==> config.mk <==
export PLATFORM = sky130hd
export DESIGN_NAME = fetch_stage_flat
export DESIGN_NICKNAME = d
export VERILOG_FILES = /design/src/rtl/fetch_stage_if.sv /design/src/rtl/fetch_stage.sv /design/src/flat_wrapper.sv
export SDC_FILE = /design/constraint.sdc
export NUM_CORES = 1
export LEC_CHECK = 0
export CAP_MARGIN = 10
export CELL_PAD_IN_SITES_DETAIL_PLACEMENT = 1
export CELL_PAD_IN_SITES_GLOBAL_PLACEMENT = 2
export CORE_ASPECT_RATIO = 1.1
export CORE_UTILIZATION = 28
export DETAILED_ROUTE_END_ITERATION = 16
export PLACE_DENSITY_LB_ADDON = 0.3
export SLEW_MARGIN = 30
export SYNTH_ARGS = -nofsm -noshare
export SYNTH_HDL_FRONTEND = slang
export SYNTH_SLANG_ARGS = --single-unit
==> constraint.sdc <==
create_clock -name clk -period 3.7 [get_ports clk]
set_input_delay 0.74 -clock clk [delete_from_list [all_inputs] [get_ports clk]]
set_output_delay 0.74 -clock clk [all_outputs]
set_load 0.02 [all_outputs]
==> src/rtl/fetch_stage_if.sv <==
// fetch_stage_if: instruction-memory bus between fetch and imem.
// Fetch drives the address; memory returns the word combinationally.
interface fetch_stage_if;
   logic [31:0] imem_addr;
   logic [31:0] imem_rdata;

   modport master (
      output imem_addr,
      input  imem_rdata
   );

   modport slave (
      input  imem_addr,
      output imem_rdata
   );
endinterface

==> src/rtl/fetch_stage.sv <==
// fetch_stage: PC register, imem addressing and the IF/ID register.
// Macro DELAY_SLOT_EN keeps the slot instruction on a redirect.
module fetch_stage #(
   parameter logic [31:0] RESET_PC  = 32'h0000_3000,
   parameter logic [31:0] NOP_INSTR = 32'h0000_0000
) (
   input  logic        clk,
   input  logic        rst,
   input  logic        stall,
   input  logic [1:0]  npc_op,
   input  logic        br_equal,
   input  logic [31:0] jr_target,
   fetch_stage_if.master imem,
   output logic [31:0] if_id_instr,
   output logic [31:0] if_id_pc4,
   output logic        if_id_valid,
   output logic        redirect
);

   localparam logic [1:0] NPC_SEQ = 2'd0;
   localparam logic [1:0] NPC_BR  = 2'd1;
   localparam logic [1:0] NPC_J   = 2'd2;
   localparam logic [1:0] NPC_JR  = 2'd3;

   logic [31:0] pc;
   logic [31:0] pc_plus4;
   logic [31:0] br_target;
   logic [31:0] j_target;
   logic [31:0] target;
   logic        take;

   assign imem.imem_addr = pc;
   assign pc_plus4 = pc + 32'd4;

   assign br_target = if_id_pc4
      + {{14{if_id_instr[15]}}, if_id_instr[15:0], 2'b00};

   assign j_target = {if_id_pc4[31:28], if_id_instr[25:0], 2'b00};

   // Decode the ID instruction's transfer kind and its target
   always_comb begin
      take   = 1'b0;
      target = pc_plus4;
      unique case (npc_op)
         NPC_SEQ: begin
            take   = 1'b0;
            target = pc_plus4;
         end
         NPC_BR: begin
            take   = br_equal;
            target = br_target;
         end
         NPC_J: begin
            take   = 1'b1;
            target = j_target;
         end
         NPC_JR: begin
            take   = 1'b1;
            target = jr_target;
         end
      endcase
   end

   assign redirect = if_id_valid & ~stall & take;

   // PC: reset, hold on stall, redirect, else sequential
   always_ff @(posedge clk) begin
      if (rst) begin
         pc <= RESET_PC;
      end else if (!stall) begin
         pc <= redirect ? target : pc_plus4;
      end
   end

   // IF/ID: capture the fetched word, squash it on a redirect
   always_ff @(posedge clk) begin
      if (rst) begin
         if_id_instr <= NOP_INSTR;
         if_id_pc4   <= 32'd0;
         if_id_valid <= 1'b0;
      end else if (!stall) begin
         if_id_pc4 <= pc_plus4;
`ifdef DELAY_SLOT_EN
         if_id_instr <= imem.imem_rdata;
         if_id_valid <= 1'b1;
`else
         if (redirect) begin
            if_id_instr <= NOP_INSTR;
            if_id_valid <= 1'b0;
         end else begin
            if_id_instr <= imem.imem_rdata;
            if_id_valid <= 1'b1;
         end
`endif
      end
   end

endmodule

==> src/flat_wrapper.sv <==
// flat-port wrapper written by rule: the top's interface ports become plain ports
module fetch_stage_flat 
#(
   parameter logic [31:0] RESET_PC  = 32'h0000_3000,
   parameter logic [31:0] NOP_INSTR = 32'h0000_0000
)
  (clk, rst, stall, npc_op, br_equal, jr_target, if_id_instr, if_id_pc4, if_id_valid, redirect, imem_imem_addr, imem_imem_rdata);
  fetch_stage_if imem_i ();
  input  logic clk;
  input  logic rst;
  input  logic stall;
  input  logic [1:0] npc_op;
  input  logic br_equal;
  input  logic [31:0] jr_target;
  output logic [31:0] if_id_instr;
  output logic [31:0] if_id_pc4;
  output logic if_id_valid;
  output logic redirect;
  output wire logic [$bits(imem_i.imem_addr)-1:0] imem_imem_addr;
  input wire logic [$bits(imem_i.imem_rdata)-1:0] imem_imem_rdata;
  assign imem_imem_addr = imem_i.imem_addr;
  assign imem_i.imem_rdata = imem_imem_rdata;
  fetch_stage #(.RESET_PC(RESET_PC), .NOP_INSTR(NOP_INSTR)) u_core (.clk(clk), .rst(rst), .stall(stall), .npc_op(npc_op), .br_equal(br_equal), .jr_target(jr_target), .imem(imem_i), .if_id_instr(if_id_instr), .if_id_pc4(if_id_pc4), .if_id_valid(if_id_valid), .redirect(redirect));
endmodule
==> results of run 1 <==
sequential cells by signal, indices dropped and copies added, names as in the netlist:
| register | flops |
|---|---|
| u_core.imem.imem_addr | 32 |
| u_core.if_id_valid | 1 |
| u_core.if_id_pc4 | 32 |
| u_core.if_id_instr | 32 |
metrics by stage:
stage,area (um^2),power [uW]
detailed placement,8869,1813
global route,9173,2941
global placement,8869,1810
CTS,9173,2841
finish,9173,2814
floorplan,6935,1510
worst max-delay path by stage:
| stage | from | to |
|---|---|---|
| 6_report | u_core.if_id_instr[0] | u_core.imem.imem_addr[28] |
| 5_1_grt | u_core.if_id_instr[0] | u_core.imem.imem_addr[24] |
| 4_1_cts | u_core.if_id_instr[0] | u_core.imem.imem_addr[28] |
| 3_5_place_dp | u_core.if_id_instr[0] | u_core.imem.imem_addr[28] |
| 3_3_place_gp | u_core.if_id_instr[0] | u_core.imem.imem_addr[28] |
| 2_1_floorplan | u_core.if_id_instr[15] | u_core.imem.imem_addr[31] |
layout make-up:
class / count / area share
Timing Repair Buffer: 186 / 0.1962
Clock inverter: 6 / 0.008184
Clock buffer: 10 / 0.02496
Tap cell: 310 / 0.04229
Multi-Input combinational cell: 756 / 0.5085
Inverter: 20 / 0.008184
Sequential cell: 97 / 0.2117
cell families after synthesis:
kind of cell    synth area share
simple gates              0.2520
buf+inv                  0.04781
compound gates            0.2553
fa+ha+maj                0.05701
flops                     0.2800
xor+xnor                 0.06441
mux                      0.04348
power breakdown:
group	switching, uW	internal, uW
clock	491	538
sequential	60.9	1090
combinational	356	280
total	908	1910
metal layers:
layer	track usage	vias up	routed length (um)
met2	0.4008	133	14030
met5	0	-	0
met4	0.07365	0	692
met3	0.02888	32	814
li1	-	3639	-
met1	0.2805	3619	12970
critical path, stage by stage, from the launching register on:
cell	delay, ns
dfxtp_1	0.34
ha_1	0.26
inv_1	0.09
fa_1	0.20
nor2b_1	0.07
o2111a_1	0.26
or4b_1	0.58
a2111oi_2	0.59
nor3_1	0.09
or3_1	0.32
a32o_1	0.26
layout by cell type, fill, tap and decap left out, drive strengths merged, types with 11 or more instances in the layout:
| cell | count |
|---|---|
| clkdlybuf4s50 | 163 |
| nand2b | 11 |
| dfxtp | 97 |
| o21ai | 48 |
| xnor2 | 31 |
| inv | 21 |
| a31oi | 11 |
| mux2i | 11 |
| a21o | 18 |
| ha | 30 |
| o21a | 11 |
| nor3 | 25 |
| nand2 | 58 |
| xor2 | 20 |
| and3 | 45 |
| mux2 | 17 |
| a21oi | 139 |
| nand3 | 22 |
| nor2 | 146 |
| buf | 23 |
| a221oi | 13 |
==> impl_metrics.yaml, run 1 <==
status:
  status: "finished, violations left"
  violations: "design-rule violations"
global_routing:
  track_usage: 0.2254
  grt_max_degree: 69
  grt_antenna_before_repair: 0
  grt_pass1_wl_um: 44150
  grt_pass1_vias: 7454
  grt_overflow: 0
pwr:
  powerDensity_mw_per_mm2: 306.7
  power.leakage_uw: 0.003656
  ir_drop_mv: 0.2135
sta:
  slew_headroom: 0.4531
  whs_ns: 0.4770
  period_share: 0.8547
  finalHoldViolCount: 0
  finalSetupTns_ns: 0
  drv_slew: 0
  setup_ws_ns: 0.5376
  rsz0062_at_grt: "no"
  setup_viol: 0
  timing.final.crit_period_ns: 3.162
  clock_skew_ns: 0.01210
  fmax_mhz: 316.2
  worst_slew_pin_slew_ns: 0.8129
floorplan:
  fp-row-count: 60
  die_y_um: 167.1
  pin_count: 168
  die_x_um: 152.1
  initial_core_util: 0.2843
  coreArea_mm2: 0.02440
  die-area_mm2: 0.02540
placement:
  post-place-ws_ns: 0.5315
  place_congestion: 0.8665
  dp_cells: 1369
  dp_hpwl_um: 20910
  io_buffers: 167
detailed_routing:
  drt_iter0_drc: 339
  ant_nets: 0
  via_count: 7423
  drc: 20
  wl_per_cell_um: 20.58
  via_per_inst: 5.360
  dr.pass1.iters: 11
  wl_um: 28500
synthesis:
  ys_top_cells_by_count: "nor2_1 (146), a21oi_1 (139), dfxtp_1 (97)"
  synth_edf_count: 0
  yosys_warnings: 0
  synth_ff_type: "dfxtp_1"
  synth-async-reset-ratio: 0
  synth_top_area_frac: 0.2800
  synth.distinct_cells: 70
  synth.most_common_cell: "nor2_1"
  syn_area_mm2: 0.006935
  yosys_register_bits: 97
  post_synth.cell_area_avg_um2: 7.386
  synthTopCellsByArea: "dfxtp_1 (28%), a21oi_1 (10%), nor2_1 (7.9%)"
  yosys.area.top_type: "dfxtp_1"
  yosysSeqAreaShare: 0.2800
  syn_nets: 1040
  syn_inst: 939
final_layout:
  fin_util: 0.3759
  ff_latch_area_mm2: 0.001942
  finalNonFillerCells: 1385
  area_delta_synth_final_pct: 32.26
  fin_nets: 1171
  layout-drive-gt1-share: 0.06326
  multi_input_area_mm2: 0.004664
  num_antenna_cells: 0
  nFillCells: 2942
hold_path:
  min_path_type: "flip-flop to flip-flop"
  hold_depth: 2
  hp-start: "u_core.imem.imem_addr[1]"
  whs_endpoint: "u_core.imem.imem_addr[1]"
setup_path:
  cp.required_ns: 3.96
  crit_fanout: 4
  critPathCaptureType: "flip-flop"
  setup.worst_path.start_class: "flip-flop"
  r2r_end: "u_core.imem.imem_addr[28]"
  critPathArrivalTime_ns: 3.42
  rr_worst_depth: 10
  r2r_slack_ns: 0.54
  path_class: "flip-flop to flip-flop"
  r2r-start: "u_core.if_id_instr[0]"
clocking:
  cts_resized: 0
  root_buffer: "clkbuf_16"
  cts.sink_count: 97
  cts_tree: "done"
  holdBufCountCts: 0
  insertion_delay_ns: 0.37
  clkSlewWorstSetupHoldPaths_ns: 0.08
  post_cts.repair.setup_buffers: 0
  htreeDepth: 3
  cts-buffers-inserted: 9
  clockBufferDepth: 2
job:
  max_cap_violations: 0
(Power assumes the default switching activity.)
==> inputs of run 2 (changes only) <==
--- a/config.mk
+++ b/config.mk
@@ -8,7 +8,6 @@
 export CAP_MARGIN = 10
 export CELL_PAD_IN_SITES_DETAIL_PLACEMENT = 1
 export CELL_PAD_IN_SITES_GLOBAL_PLACEMENT = 2
-export CORE_ASPECT_RATIO = 1.1
 export CORE_UTILIZATION = 28
 export DETAILED_ROUTE_END_ITERATION = 16
 export PLACE_DENSITY_LB_ADDON = 0.3
==> impl_metrics.yaml, run 2 (synthesis gave the netlist of run 1 again) <==
clocking:
  htreeDepth: 3
  post_cts.repair.setup_buffers: 0
  cts_resized: 0
  cts.sink_count: 97
  holdBufCountCts: 0
  cts-buffers-inserted: 9
  cts_tree: "done"
  root_buffer: "clkbuf_16"
  clockBufferDepth: 2
  insertion_delay_ns: 0.37
  clkSlewWorstSetupHoldPaths_ns: 0.07
detailed_routing:
  dr.pass1.iters: 5
  wl_um: 28140
  wl_per_cell_um: 20.07
  drc: 0
  ant_nets: 0
  drt_iter0_drc: 452
  via_count: 7521
  via_per_inst: 5.364
floorplan:
  die-area_mm2: 0.02540
  coreArea_mm2: 0.02432
  initial_core_util: 0.2852
  die_x_um: 159.4
  die_y_um: 159.4
  fp-row-count: 57
  pin_count: 168
global_routing:
  grt_pass1_wl_um: 44280
  grt_pass1_vias: 7523
  grt_max_degree: 67
  track_usage: 0.2219
  grt_overflow: 0
  grt_antenna_before_repair: 0
final_layout:
  fin_nets: 1174
  layout-drive-gt1-share: 0.06494
  final_cell_mix: "clkdlybuf4s50_1 (163), nor2_1 (146), a21oi_1 (139), dfxtp_1 (97), nand2_1 (57)"
  final_common_cell: "clkdlybuf4s50_1"
  nFillCells: 2963
  area_delta_synth_final_pct: 32.74
  num_antenna_cells: 0
placement:
  place_congestion: 0.8357
  post-place-ws_ns: 0.5914
  io_buffers: 167
  dp_hpwl_um: 20310
sta:
  setup_ws_ns: 0.5429
  slew_headroom: 0.5188
  worst_slew_pin_slew_ns: 0.7217
  setup_viol: 0
  period_share: 0.8533
  finalHoldViolCount: 0
  fmax_mhz: 316.7
  timing.final.crit_period_ns: 3.157
  whs_ns: 0.4807
  rsz0062_at_grt: "no"
  drv_slew: 0
  finalSetupTns_ns: 0
  clock_skew_ns: 0.01682
hold_path:
  min_path_type: "flip-flop to flip-flop"
  hold_depth: 2
setup_path:
  critPathArrivalTime_ns: 3.39
  critPathCaptureType: "flip-flop"
  crit_fanout: 4
  setup.worst_path.start_class: "flip-flop"
  rr_worst_depth: 11
  cp.required_ns: 3.94
  path_class: "flip-flop to flip-flop"
job:
  max_cap_violations: 0
status:
  status: "completed"
pwr:
  powerDensity_mw_per_mm2: 302.9
  power.leakage_uw: 0.003670
  ir_drop_mv: 0.1659
run 2: path summary, 6_finish.rpt:
kind | start | to | slack [ns]
worst min-delay path | u_core.imem.imem_addr[1] | u_core.imem.imem_addr[1] | 0.48
worst max-delay path | u_core.if_id_instr[0] | u_core.imem.imem_addr[24] | 0.54
worst min register to register | u_core.imem.imem_addr[1] | u_core.imem.imem_addr[1] | 0.48
worst max register to register | u_core.if_id_instr[0] | u_core.imem.imem_addr[24] | 0.54
run 2: through the flow:
| step | total power [uW] | instance area, um^2 | utilization | std cells |
|---|---|---|---|---|
| final | 2788 | 9206 | 0.3786 | 1402 |
| after global routing | 2907 | 9206 | 0.3786 | 1402 |
| after CTS | 2811 | 9206 | 0.3786 | 1402 |
| after detailed placement | 1805 | 8909 | 0.3663 | 1386 |
| after global placement | 1799 | 8909 | 0.3663 | 1386 |
| after floorplan | 1510 | 6935 | - | 939 |
run 2: area by class of cell:
| class | count | area (um^2) | share of cell area |
|---|---|---|---|
| multi-input combinational | 756 | 4664 | 0.5067 |
| sequential | 97 | 1942 | 0.2109 |
| timing repair buffer | 189 | 1822 | 0.1979 |
| tap | 324 | 405.4 | 0.04403 |
| clock buffer | 12 | 246.5 | 0.02677 |
| inverter | 20 | 75.07 | 0.008154 |
| clock inverter | 4 | 51.30 | 0.005572 |
run 2: report_power, final:
group	total [uW]	switching (uW)	internal [uW]
registers	1150	59.1	1090
clock network	1000	458	546
logic	636	356	280
total	2790	873	1920
run 2: critical path, stage by stage, from the launching register on:
cell and delay (ns):
dfxtp_1 0.34, ha_1 0.24, inv_1 0.08, fa_1 0.20, nor2b_1 0.07, o2111a_1 0.29
or4b_1 0.58, a2111oi_2 0.55, o31ai_1 0.19, a21oi_1 0.21, mux2i_1 0.19, o21ai_0 0.09
run 2: routing by layer:
metal	global-route usage	up-vias	share of wire
li1	-	3650	-
met1	0.3174	3652	0.51
met2	0.3433	198	0.43
met3	0.03803	21	0.049
met4	0.05420	0	0.011
met5	0	-	0
